File: src/rtl/yurut_denetim_pkg.sv
// Shared definitions for the execute-stage sequencer.
// Holds the op-code encoding, the sequencer state encoding and op-class
// decode helpers used by yurut_denetim and its testbench.
package yurut_denetim_pkg;

  localparam int unsigned ISLEM_W  = 6;
  localparam int unsigned YAZMAC_W = 5;

  // Op codes seen on islem_kodu_i; anything else is passed to the AMB as-is.
  typedef enum logic [ISLEM_W-1:0] {
    ISLEM_ADD  = 6'd0,
    ISLEM_SUB  = 6'd1,
    ISLEM_XOR  = 6'd4,
    ISLEM_JAL  = 6'd10,
    ISLEM_JALR = 6'd11,
    ISLEM_DIV  = 6'd16,
    ISLEM_DIVU = 6'd17,
    ISLEM_REM  = 6'd18,
    ISLEM_REMU = 6'd19
  } islem_e;

  typedef enum logic [2:0] {
    BOSTA     = 3'd0,
    AMB_BEKLE = 3'd1,
    BOLME     = 3'd2,
    DUZELT    = 3'd3,
    SONUC     = 3'd4
  } durum_e;

  // DIV-class decode: ops executed on the internal divider.
  function automatic logic bolme_mi(input logic [ISLEM_W-1:0] k);
    return k inside {ISLEM_DIV, ISLEM_DIVU, ISLEM_REM, ISLEM_REMU};
  endfunction

  function automatic logic isaretli_mi(input logic [ISLEM_W-1:0] k);
    return k inside {ISLEM_DIV, ISLEM_REM};
  endfunction

  function automatic logic kalan_mi(input logic [ISLEM_W-1:0] k);
    return k inside {ISLEM_REM, ISLEM_REMU};
  endfunction

  function automatic logic atlama_mi(input logic [ISLEM_W-1:0] k);
    return k inside {ISLEM_JAL, ISLEM_JALR};
  endfunction

endpackage

File: src/rtl/yurut_denetim_bolme_birimi.sv
// Iterative restoring unsigned divider, BOLME_ADIM quotient bits per cycle.
// Ports: clk/rst_n, iptal (abandon run), basla (load operands),
//        bolunen/bolen (dividend/divisor), bolum/kalan (quotient/remainder),
//        bitti (high during the final iteration cycle; results valid next cycle).
module yurut_denetim_bolme_birimi #(
  parameter int unsigned VERI_W     = 32,
  parameter int unsigned BOLME_ADIM = 1
) (
  input  logic              clk,
  input  logic              rst_n,
  input  logic              iptal,
  input  logic              basla,
  input  logic [VERI_W-1:0] bolunen,
  input  logic [VERI_W-1:0] bolen,
  output logic [VERI_W-1:0] bolum,
  output logic [VERI_W-1:0] kalan,
  output logic              bitti
);

  localparam int unsigned ADIM_SAYISI = VERI_W / BOLME_ADIM;
  localparam int unsigned SAYAC_W     = $clog2(ADIM_SAYISI + 1);

  logic [VERI_W-1:0]  bolen_q;
  logic [SAYAC_W-1:0] sayac;
  logic [VERI_W-1:0]  bolum_d;
  logic [VERI_W-1:0]  kalan_d;
  logic [VERI_W:0]    genis;
  logic [VERI_W:0]    fark;

  // One cycle worth of shift/subtract steps; bolum doubles as the dividend shifter.
  always_comb begin
    bolum_d = bolum;
    kalan_d = kalan;
    genis   = '0;
    fark    = '0;
    for (int i = 0; i < int'(BOLME_ADIM); i++) begin
      genis   = {kalan_d, bolum_d[VERI_W-1]};
      bolum_d = {bolum_d[VERI_W-2:0], 1'b0};
      fark    = genis - {1'b0, bolen_q};
      if (!fark[VERI_W]) begin
        kalan_d    = fark[VERI_W-1:0];
        bolum_d[0] = 1'b1;
      end else begin
        kalan_d = genis[VERI_W-1:0];
      end
    end
  end

  // sayac counts remaining iterations; bitti flags the last one.
  always_ff @(posedge clk or negedge rst_n) begin
    if (!rst_n) begin
      bolum   <= '0;
      kalan   <= '0;
      bolen_q <= '0;
      sayac   <= '0;
      bitti   <= 1'b0;
    end else if (iptal) begin
      sayac <= '0;
      bitti <= 1'b0;
    end else if (basla) begin
      bolum   <= bolunen;
      kalan   <= '0;
      bolen_q <= bolen;
      sayac   <= SAYAC_W'(ADIM_SAYISI);
      bitti   <= (ADIM_SAYISI == 1);
    end else if (sayac != '0) begin
      bolum <= bolum_d;
      kalan <= kalan_d;
      sayac <= sayac - SAYAC_W'(1);
      bitti <= (sayac == SAYAC_W'(2));
    end else begin
      bitti <= 1'b0;
    end
  end

endmodule

File: src/rtl/yurut_denetim.sv
// Execute-stage sequencer around the AMB: single-cycle ops go through the
// external AMB, DIV/DIVU/REM/REMU through the internal divider; the result is
// held until downstream accepts it. JAL/JALR raise a jump redirect.
// Ports: clk_i/rst_ni, temizle_i (flush), giris_* (op handshake + operands),
//        amb_* (AMB request / registered AMB result), cikis_* (result handshake),
//        sonuc_o/hedef_yazmac_o (result, rd), atlama_* (jump), mesgul_o (busy).
module yurut_denetim
  import yurut_denetim_pkg::*;
#(
  parameter int unsigned VERI_W     = 32,
  parameter int unsigned BOLME_ADIM = 1
) (
  input  logic                clk_i,
  input  logic                rst_ni,
  input  logic                temizle_i,
  input  logic                giris_gecerli_i,
  output logic                giris_hazir_o,
  input  logic [ISLEM_W-1:0]  islem_kodu_i,
  input  logic [VERI_W-1:0]   yazmac_degeri1_i,
  input  logic [VERI_W-1:0]   yazmac_degeri2_i,
  input  logic [VERI_W-1:0]   anlik_i,
  input  logic [VERI_W-1:0]   adres_i,
  input  logic [YAZMAC_W-1:0] hedef_yazmac_i,
  output logic [ISLEM_W-1:0]  amb_islem_kodu_o,
  output logic [VERI_W-1:0]   amb_deger1_o,
  output logic [VERI_W-1:0]   amb_deger2_o,
  output logic [VERI_W-1:0]   amb_anlik_o,
  output logic [VERI_W-1:0]   amb_adres_o,
  input  logic [VERI_W-1:0]   amb_sonuc_i,
  input  logic [VERI_W-1:0]   amb_atlama_i,
  output logic                cikis_gecerli_o,
  input  logic                cikis_hazir_i,
  output logic [VERI_W-1:0]   sonuc_o,
  output logic [YAZMAC_W-1:0] hedef_yazmac_o,
  output logic                atlama_gecerli_o,
  output logic [VERI_W-1:0]   atlama_adres_o,
  output logic                mesgul_o
);

  localparam logic [VERI_W-1:0] EN_KUCUK = {1'b1, {(VERI_W-1){1'b0}}};

  durum_e                durum;
  logic [ISLEM_W-1:0]    islem_q;
  logic [VERI_W-1:0]     deger1_q, deger2_q, anlik_q, adres_q;
  logic [YAZMAC_W-1:0]   hedef_q;
  logic                  ozel_q, kalan_mi_q, bolum_neg_q, kalan_neg_q;
  logic [VERI_W-1:0]     ozel_sonuc_q;

  logic                  kabul;
  logic                  isaretli, a_neg, b_neg, sifir_bolen, tasma, ozel, bolme_basla;
  logic [VERI_W-1:0]     a_mag, b_mag, ozel_deger;
  logic [VERI_W-1:0]     bolum, kalan;
  logic                  bitti;
  durum_e                yeni_durum;

  // Ready is combinational so a held result can hand over to the next op without a bubble.
  assign giris_hazir_o = !temizle_i && ((durum == BOSTA) || ((durum == SONUC) && cikis_hazir_i));
  assign kabul         = giris_gecerli_i && giris_hazir_o;
  assign mesgul_o      = (durum != BOSTA);

  // AMB sees the live op during the accept cycle, the latched copy afterwards.
  assign amb_islem_kodu_o = kabul ? islem_kodu_i     : islem_q;
  assign amb_deger1_o     = kabul ? yazmac_degeri1_i : deger1_q;
  assign amb_deger2_o     = kabul ? yazmac_degeri2_i : deger2_q;
  assign amb_anlik_o      = kabul ? anlik_i          : anlik_q;
  assign amb_adres_o      = kabul ? adres_i          : adres_q;

  // Accept-time divide preparation: magnitudes, signs and the special cases.
  always_comb begin
    isaretli    = isaretli_mi(islem_kodu_i);
    a_neg       = isaretli && yazmac_degeri1_i[VERI_W-1];
    b_neg       = isaretli && yazmac_degeri2_i[VERI_W-1];
    a_mag       = a_neg ? (~yazmac_degeri1_i + VERI_W'(1)) : yazmac_degeri1_i;
    b_mag       = b_neg ? (~yazmac_degeri2_i + VERI_W'(1)) : yazmac_degeri2_i;
    sifir_bolen = (yazmac_degeri2_i == '0);
    tasma       = isaretli && (yazmac_degeri1_i == EN_KUCUK) && (yazmac_degeri2_i == '1);
    ozel        = bolme_mi(islem_kodu_i) && (sifir_bolen || tasma);
    if (sifir_bolen) begin
      ozel_deger = kalan_mi(islem_kodu_i) ? yazmac_degeri1_i : '1;
    end else begin
      ozel_deger = kalan_mi(islem_kodu_i) ? '0 : EN_KUCUK;
    end
    bolme_basla = kabul && bolme_mi(islem_kodu_i) && !ozel;
    yeni_durum  = (bolme_mi(islem_kodu_i) && !ozel) ? BOLME : AMB_BEKLE;
  end

  yurut_denetim_bolme_birimi #(
    .VERI_W     (VERI_W),
    .BOLME_ADIM (BOLME_ADIM)
  ) u_bolme (
    .clk     (clk_i),
    .rst_n   (rst_ni),
    .iptal   (temizle_i),
    .basla   (bolme_basla),
    .bolunen (a_mag),
    .bolen   (b_mag),
    .bolum   (bolum),
    .kalan   (kalan),
    .bitti   (bitti)
  );

  // Sequencer: op latching, state transitions and all registered outputs.
  always_ff @(posedge clk_i or negedge rst_ni) begin
    if (!rst_ni) begin
      durum            <= BOSTA;
      islem_q          <= '0;
      deger1_q         <= '0;
      deger2_q         <= '0;
      anlik_q          <= '0;
      adres_q          <= '0;
      hedef_q          <= '0;
      ozel_q           <= 1'b0;
      ozel_sonuc_q     <= '0;
      kalan_mi_q       <= 1'b0;
      bolum_neg_q      <= 1'b0;
      kalan_neg_q      <= 1'b0;
      cikis_gecerli_o  <= 1'b0;
      sonuc_o          <= '0;
      hedef_yazmac_o   <= '0;
      atlama_gecerli_o <= 1'b0;
      atlama_adres_o   <= '0;
    end else if (temizle_i) begin
      durum            <= BOSTA;
      cikis_gecerli_o  <= 1'b0;
      atlama_gecerli_o <= 1'b0;
    end else begin
      if (kabul) begin
        islem_q      <= islem_kodu_i;
        deger1_q     <= yazmac_degeri1_i;
        deger2_q     <= yazmac_degeri2_i;
        anlik_q      <= anlik_i;
        adres_q      <= adres_i;
        hedef_q      <= hedef_yazmac_i;
        ozel_q       <= ozel;
        ozel_sonuc_q <= ozel_deger;
        kalan_mi_q   <= kalan_mi(islem_kodu_i);
        bolum_neg_q  <= a_neg ^ b_neg;
        kalan_neg_q  <= a_neg;
      end
      case (durum)
        BOSTA: begin
          if (kabul) durum <= yeni_durum;
        end
        AMB_BEKLE: begin
          sonuc_o          <= ozel_q ? ozel_sonuc_q : amb_sonuc_i;
          atlama_adres_o   <= amb_atlama_i;
          atlama_gecerli_o <= !ozel_q && atlama_mi(islem_q);
          hedef_yazmac_o   <= hedef_q;
          cikis_gecerli_o  <= 1'b1;
          durum            <= SONUC;
        end
        BOLME: begin
          if (bitti) durum <= DUZELT;
        end
        DUZELT: begin
          if (kalan_mi_q) begin
            sonuc_o <= kalan_neg_q ? (~kalan + VERI_W'(1)) : kalan;
          end else begin
            sonuc_o <= bolum_neg_q ? (~bolum + VERI_W'(1)) : bolum;
          end
          atlama_gecerli_o <= 1'b0;
          hedef_yazmac_o   <= hedef_q;
          cikis_gecerli_o  <= 1'b1;
          durum            <= SONUC;
        end
        SONUC: begin
          if (cikis_hazir_i) begin
            cikis_gecerli_o  <= 1'b0;
            atlama_gecerli_o <= 1'b0;
            durum            <= kabul ? yeni_durum : BOSTA;
          end
        end
        default: durum <= BOSTA;
      endcase
    end
  end

endmodule

File: config.mk
export PLATFORM = sky130hd
export DESIGN_NAME = yurut_denetim
export DESIGN_NICKNAME = d
export VERILOG_FILES = /design/src/rtl/yurut_denetim_pkg.sv /design/src/rtl/yurut_denetim_bolme_birimi.sv /design/src/rtl/yurut_denetim.sv
export SDC_FILE = /design/constraint.sdc
export NUM_CORES = 1
export LEC_CHECK = 0
export ABC_AREA = 1
export BUFFER_PORTS_ARGS = -buffer_cell sky130_fd_sc_hd__buf_2
export CORE_MARGIN = 5
export CORE_UTILIZATION = 47
export DETAILED_ROUTE_END_ITERATION = 8
export MAX_ROUTING_LAYER = met4
export PLACE_DENSITY = 0.76
export SYNTH_ARGS = -nofsm -noshare
export SYNTH_HDL_FRONTEND = slang
export SYNTH_SLANG_ARGS = --single-unit
File: constraint.sdc
create_clock -name clk_i -period 3.2 [get_ports clk_i]
set_clock_uncertainty 0.05 [all_clocks]
set_input_delay 0.96 -clock clk_i [delete_from_list [all_inputs] [get_ports clk_i]]
set_output_delay 0.96 -clock clk_i [all_outputs]
set_load 0.02 [all_outputs]
Word-level counts from Yosys, hierarchy flattened
Cells that the tools add are included.

cells by class
  multiplexer cells = 39
  eq/ne operators = 16
  add/subtract/negate cells = 6
  reductions and logical operators = 40
  bitwise operators = 6

operator list
  operator                                                               number
  32-bit two-way mux                                                     18
  32-bit by 1-bit adder with 32-bit output, second input constant        4
  32-bit NOT                                                             4
  32-bit equality test, second input constant                            2
  32-bit one-hot mux with 2 select lines                                 1
  33-bit by 32-bit subtractor with 33-bit output                         1
  32-bit logical NOT                                                     1
  6-bit by 5-bit equality test with 1-bit output, second input constant  4
  6-bit two-way mux                                                      4
  2-bit AND reduction                                                    8
  6-bit by 4-bit equality test with 1-bit output, second input constant  2
  1-bit logical AND                                                      12
  3-bit two-way mux                                                      4
  3-bit one-hot mux with 4 select lines                                  1
  2-bit nonzero test                                                     5
  3-bit nonzero test                                                     3
  4-bit nonzero test                                                     2
  1-bit two-way mux                                                      7
  3-bit by 2-bit equality test with 1-bit output, second input constant  2
  6-bit by 2-bit equality test with 1-bit output, second input constant  1
  3-bit != test, second input constant                                   2
  6-bit nonzero test                                                     1
  6-bit by 1-bit subtractor with 6-bit output, second input constant     1
  2-bit two-way mux                                                      2
  other kinds (12)                                                       15

word-level totals
  bits in registers = 352
  bits of input ports = 208
  logic and storage cells = 129
  output and inout port bits = 207

Logic depth before layout (Yosys ltp)
Gate-level depths: netlist (run 1).

  depth in word-level cells = 13
  mapped depth = 16
  mapped depth without buffers = 16

By module
Synthesis (run 1) repeated with hierarchy kept, for this count alone.

unflattened totals
  cells, all modules = 3,226
  area total of the unflattened synthesis = 22,620.4 um2

by module, submodules not included
  module                      times used  area each (um2)  seq. area each (um2)  cells an instance
  yurut_denetim               1           15,028.2         6,231.0               2,077
  yurut_denetim_bolme_birimi  1           7,592.3          2,577.5               1,149

Worst setup path before layout (run 1)
OpenSTA, ideal clock, no wires.

  path type = input to output
  start = in cikis_hazir_i
  end = out amb_adres_o[10]
  path buffers = 2
  data required time = 2.190 ns
  path slack = -0.132 ns
  arrival = 2.322 ns
  stages = 8
  path through = o21ai_1 -> nor2_2 -> nand2_2 -> inv_1 -> clkbuf_1 -> clkbuf_1 -> nand2_1 -> nand2_1

on the way
  cells in the longest elaborated chain, start to end = 5

RTL lines
  element             line                 source
  from (decl)         yurut_denetim.sv:32  input logic cikis_hazir_i,
  1-bit logical AND   yurut_denetim.sv:57  assign giris_hazir_o = !temizle_i && ((durum == BOSTA) || ((durum == SONUC) && cikis_hazir_i));
  1-bit logical OR    yurut_denetim.sv:57
  1-bit logical AND   yurut_denetim.sv:57
  net giris_hazir_o   yurut_denetim.sv:17  output logic giris_hazir_o,
  1-bit logical AND   yurut_denetim.sv:58  assign kabul = giris_gecerli_i && giris_hazir_o;
  32-bit two-way mux  n/a
  to (decl)           yurut_denetim.sv:28  output logic [VERI_W-1:0] amb_adres_o,

The timed path passes the listed nets, and every way through them passes these cells.

Worst setup path after layout (run 1)
  start = in cikis_hazir_i
  end = out amb_deger2_o[11]

on the way
  cells in the longest elaborated chain, start to end = 5

RTL lines
  element             line                 source
  1-bit logical AND   yurut_denetim.sv:57
  1-bit logical OR    yurut_denetim.sv:57
  1-bit logical AND   yurut_denetim.sv:57
  1-bit logical AND   yurut_denetim.sv:58
  32-bit two-way mux  n/a
  to (decl)           yurut_denetim.sv:26  output logic [VERI_W-1:0] amb_deger2_o,

Every way passes these cells.

==> results of run 1 <==
## logic make-up after synthesis
kind of cell,synth area share [%]
adders and majority gates,2.39
AOI/OAI and AO/OA,11.1
DFF,40.5
muxes,1.66
and+or+nand+nor,33.2
xor gates and xnor gates,2.57
buffers and inverters,8.65
## registers in the layout, indices dropped and copies added (netlist names), 3 cells and up
name,flops
u_bolme.sayac,6
deger2_q,32
atlama_adres_o,32
adres_q,32
sonuc_o,32
hedef_q,5
anlik_q,32
deger1_q,32
u_bolme.bolen_q,32
hedef_yazmac_o,5
u_bolme.kalan,32
u_bolme.bolum,32
islem_q,6
durum,3
ozel_sonuc_q,32
## layer usage
layer	vias up	track usage [%]	share of wire, %
li1	11100	-	-
met1	10500	40.2	41
met2	1066	45.8	46
met3	188	6.06	9.3
met4	0	10.1	3.5
met5	-	-	0
## layout make-up
type	instances	area share, %
multi-input combinational	2366	41.6
sequential	352	32.5
timing repair buffer	530	12.9
inverter	351	4.90
clock buffer	57	4.27
tap	600	2.77
clock inverter	16	0.883
antenna	13	0.120
## final timing paths
check	startpoint	slack [ps]	depth (start not counted)	endpoint
worst min register to register	hedef_yazmac_o[4]$_DFFE_PN0P_	420	2	hedef_yazmac_o[4]$_DFFE_PN0P_
worst max-delay path	cikis_hazir_i	-30	9	amb_deger2_o[11]
max in group asynchronous	rst_ni	1940	2	u_bolme.sayac[2]$_DFFE_PN0P_
worst max register to register	u_bolme.bolum[31]$_DFFE_PN0P_	410	16	u_bolme.kalan[22]$_DFFE_PN0P_
worst min-delay path	rst_ni	330	1	sonuc_o[18]$_DFFE_PN0P_
min in group clk_i	hedef_yazmac_o[4]$_DFFE_PN0P_	420	2	hedef_yazmac_o[4]$_DFFE_PN0P_
## through the flow
step	setup TNS [ps]	total power [mW]	area, um^2	hold slack, ps
2_1_floorplan	-2030	15.3	21800	393
3_3_place_gp	-10.1	19.1	25100	403
3_5_place_dp	-71.6	19.3	25100	403
4_1_cts	-862	24.6	26800	340
5_1_grt	-4580	26.7	27100	373
6_report	-38.2	24.9	27100	330
## placed cells by master (no fill, tap or decap), drive strengths merged, types with 4 or more instances in the layout
cell type and instances:
o22ai 32, a21oi 76, clkinv 11, nand3b 12
inv 351, nand4 33, o21ai 303, nor2 255
nand2 1222, nand3 222, clkbuf 60, nor4 4
xor2 47, ha 40, o211ai 18, xnor2 17
bufinv 5, buf 525, mux2 32, nor3 30
diode 13, dfrtp 352
## power groups by stage
stage | logic (mW) | registers (mW) | clock network (mW)
after floorplan | 7.77 | 7.50 | 0
final | 12.8 | 7.23 | 4.85
after detailed placement | 12.1 | 7.22 | 0
after global placement | 11.9 | 7.20 | 0
after CTS | 12.5 | 7.18 | 4.93
after global routing | 14.1 | 7.42 | 5.11
## repair_timing
item / CTS / global route
buffers inserted: 4 / 2
resized for setup: 77 / 65
hold endpoints to repair: 0 / 0
pin swaps: 3 / 2
gates cloned: 4 / 2
setup endpoints to repair: 122 / 134
==> flow_metrics.py, run 1 <==
metrics = {
    "status": {
        "status": "finished with violations",
        "violations": "negative setup slack",
    },
    "placement": {
        "hpwl_um": 59300,
        "gp_congestion": 1.03,
        "io_buffers": 414,
        "dp_slack_ps": -28.1,
        "place_inst": 4187,
    },
    "power": {
        "p_clk_share_pct": 19.5,
        "comb_power_share_pct": 51.4,
        "switching_share_pct": 45.2,
        "power_frac_seq_pct": 29.1,
        "power_density_nw_per_um2": 919,
        "p_leak_nw": 14.9,
        "p_switching_mw": 11.2,
        "p_int_mw": 13.6,
        "peakVddDrop_v": 0.000731,
    },
    "setup_path": {
        "crit_family": "buffers and inverters",
        "critPathCaptureType": "output port",
        "critPathArrivalTime_ps": 2220,
        "worstPathRequired_ps": 2190,
        "crit_path_start_kind": "input pin",
        "critical_path_class": "in2out",
        "path_buf_inv": 4,
        "path_cells": "buf_2 > o21ai_2 > nor2_4 > nand2_8 > buf_12 > buf_16 > nand2_1 > o21ai_1 > buf_4",
        "critPathMaxStageDelay_ps": 190,
        "cpMaxStageDelayCell": "o21ai_2",
        "worstPathMaxFanout": 37,
    },
    "synthesis": {
        "synth.distinct_cells": 48,
        "netlist_top_cells_area": "dfrtp_1 (40%), nand2_1 (21%), o21ai_0 (6.6%)",
        "syn_area_um2": 21800,
        "synth_cells": 3193,
        "avgSynthCellArea_um2": 6.82,
        "yosysTopAreaCellShare_pct": 40.5,
        "ys_ff_latch": 352,
        "synthArstFlopShare_pct": 100,
        "ys.flop_type": "dfrtp_1",
        "synth-edff-count": 0,
        "synthesis.nets": 3442,
        "synth_common_cells": "nand2_1 (1216), dfrtp_1 (352), inv_1 (343)",
        "yosysMostFrequentCell": "nand2_1",
        "ys_warn_count": 0,
        "ys_seq_area_share_pct": 40.5,
        "yosysTopAreaCell": "dfrtp_1",
    },
    "grt": {
        "track_usage_pct": 30.0,
        "grt_antenna_before_repair": 12,
        "grt_pass1_wl_um": 117000,
        "grt_pass1_vias": 21300,
        "overflow": 0,
        "grt_max_degree": 77,
    },
    "floorplanning": {
        "die_w_um": 225,
        "io-pin-count": 415,
        "die_area_um2": 50700,
        "die_h_um": 225,
        "start_util_pct": 47.8,
        "coreArea_um2": 45600,
        "num_rows": 78,
    },
    "clock_network": {
        "clkSinkCount": 352,
        "path_clk_slew_ps": 60,
        "cts_buffers": 40,
        "cts_hold_buf": 0,
        "h-tree-depth": 2,
        "worstSkewPairLatency_ps": 560,
        "tritoncts": "yes",
        "clockBufferDepth": 3,
        "clock-root-buffer": "clkbuf_16",
    },
    "layout": {
        "nets": 3890,
        "final_util_pct": 59.4,
        "seq_area_um2": 8810,
        "layout-drive-gt1-share_pct": 19.5,
        "layoutNonFillerInstCount": 4285,
        "synthToLayoutAreaGrowth_pct": 24.4,
        "fillers": 4329,
        "multi_input_area_um2": 11300,
    },
    "sta": {
        "finalMaxSlewViolations": 0,
        "rsz0062_at_grt": "true",
        "min_period_ps": 3230,
        "timing.fmax_mhz": 310,
        "setup_ws_ps": -26.7,
        "worstMarginPinSlew_ps": 910,
        "setup_viol": 2,
        "period_share_pct": 101,
        "hold_violations": 0,
        "slew_headroom_pct": 39.2,
    },
    "route": {
        "dr_total_vias": 22900,
        "wl_per_cell_um": 18.0,
        "wl_um": 77000,
        "drc": 0,
        "final_antenna_net_count": 0,
        "drt-pass1-iter-count": 6,
        "drtIter0Drc": 2410,
        "viasPerCell": 5.33,
    },
    "min_path": {
        "hp-class": "in2async",
    },
    "run": {
        "maxCapViolations": 0,
    },
}
(Power assumes the default switching activity.)
==> run 2: changes to the inputs <==
- PLACE_DENSITY: 0.76 -> not set
- PLACE_DENSITY_LB_ADDON: not set -> 0.08
==> flow_metrics.py, run 2 (synthesized netlist as in run 1, its figures left out) <==
metrics = {
    "power": {
        "peakVddDrop_v": 0.000797,
        "p_leak_nw": 15.2,
        "power.total_mw": 26.3,
        "power_density_nw_per_um2": 934,
    },
    "sta": {
        "worstMarginPinSlew_ps": 880,
        "hold_violations": 0,
        "fin_tns_setup_ps": -126,
        "rsz0062_at_grt": "true",
        "setup_viol": 12,
        "timing.fmax_mhz": 309,
        "finalMaxSlewViolations": 0,
        "setup_ws_ps": -31.5,
        "min_period_ps": 3230,
        "slew_headroom_pct": 41.3,
        "period_share_pct": 101,
    },
    "route": {
        "drtIter0Drc": 2022,
        "final_antenna_net_count": 0,
        "wl_um": 83900,
        "wl_per_cell_um": 19.6,
        "dr_total_vias": 23200,
        "drt-pass1-iter-count": 7,
        "viasPerCell": 5.42,
        "drc": 0,
    },
    "grt": {
        "grt_pass1_wl_um": 122000,
        "overflow": 0,
        "track_usage_pct": 31.1,
        "grt_pass1_vias": 21900,
        "grt_max_degree": 97,
        "grt_antenna_before_repair": 6,
    },
    "placement": {
        "hpwl_um": 62400,
        "gp_congestion": 0.970,
        "place_inst": 4167,
        "io_buffers": 414,
        "dp_slack_ps": -29.9,
    },
    "floorplanning": {
        "io-pin-count": 415,
        "die_w_um": 225,
        "die_area_um2": 50700,
        "die_h_um": 225,
        "start_util_pct": 47.8,
        "num_rows": 78,
        "coreArea_um2": 45600,
    },
    "layout": {
        "mostFrequentLayoutCell": "nand2_1",
        "nets": 3892,
        "layout_common_cells": "nand2_1 (1074), dfrtp_1 (352), inv_1 (342), buf_2 (313), nor2_1 (245)",
        "layout-drive-gt1-share_pct": 23.0,
        "synthToLayoutAreaGrowth_pct": 29.5,
        "final_util_pct": 61.8,
        "layoutNonFillerInstCount": 4276,
    },
    "clock_network": {
        "cts_buffers": 40,
        "clkSinkCount": 352,
        "cts_hold_buf": 0,
        "h-tree-depth": 2,
        "tritoncts": "yes",
        "clockBufferDepth": 3,
        "clock-root-buffer": "clkbuf_16",
        "worstSkewPairLatency_ps": 560,
        "path_clk_slew_ps": 70,
    },
    "setup_path": {
        "critPathCaptureType": "output port",
        "critPathArrivalTime_ps": 2220,
        "crit_path_start_kind": "input pin",
        "critical_path_class": "in2out",
        "worstPathRequired_ps": 2190,
        "worstPathMaxFanout": 15,
    },
    "status": {
        "status": "finished with violations",
        "violations": "negative setup slack",
    },
    "run": {
        "maxCapViolations": 0,
    },
    "min_path": {
        "hp-class": "in2async",
    },
}
run 2: cell types whose count changed in the layout (fill, tap and decap cells not counted), sizes merged, moves of 2 or more:
cell	change
buf	-8
bufinv	-2
bufbuf	-2
diode	-5
clkinv	-4
clkbuf	+11
run 2: repair_timing:
item	CTS	global route
setup buffers	3	9
pin swaps	2	15
gates cloned	0	22
setup endpoints to repair	105	130
resized for setup	35	405
run 2: worst max-delay path, stage by stage:
cell and delay (ps):
buf_2 120, o21ai_2 170, nor2_4 70, nand2_8 70, buf_12 160, buf_12 170
buf_12 150, nand2_1 70, o21ai_1 90, buf_4 170
run 2: worst paths after layout:
kind                       depth (start not counted)  slack (ps)                     startpoint                        endpoint
setup reg to reg                                  16         270  u_bolme.bolum[31]$_DFFE_PN0P_    u_bolme.bolum[0]$_DFFE_PN0P_
hold reg to reg                                    2         420  hedef_yazmac_o[4]$_DFFE_PN0P_   hedef_yazmac_o[4]$_DFFE_PN0P_
setup / recovery                                  10         -30                  cikis_hazir_i                amb_deger1_o[25]
hold / removal                                     1         210                         rst_ni   u_bolme.kalan[25]$_DFFE_PN0P_
max in group asynchronous                          2        2060                         rst_ni  atlama_adres_o[30]$_DFFE_PN0P_
min in group clk_i                                 2         420  hedef_yazmac_o[4]$_DFFE_PN0P_   hedef_yazmac_o[4]$_DFFE_PN0P_
run 2: layer usage:
metal	track usage, %	share of wire, %	vias to the layer above
li1	-	-	11100
met1	43.1	43	11000
met2	48.5	47	937
met3	5.08	7.3	139
met4	7.52	3.0	0
met5	-	0	-
run 2: stage by stage:
step           area (um^2)  hold WS [ps]
3_3_place_gp         24900           405
6_report             28200           206
2_1_floorplan        21800           393
5_1_grt              28200           207
4_1_cts              26300           192
3_5_place_dp         24900           410
run 2: power breakdown:
| group | switching [mW] | internal (mW) |
|---|---|---|
| combinational | 8.93 | 5.26 |
| sequential | 1.20 | 6.24 |
| clock | 1.91 | 2.79 |
run 2: cell type report:
class / count / area (um^2)
inverter: 351 / 1330
sequential: 352 / 8810
fill: 4102 / 17400
clock buffer: 56 / 1170
tap: 600 / 751
clock inverter: 11 / 148
timing repair buffer: 532 / 4160
antenna: 8 / 20.0
multi-input combinational: 2366 / 11800
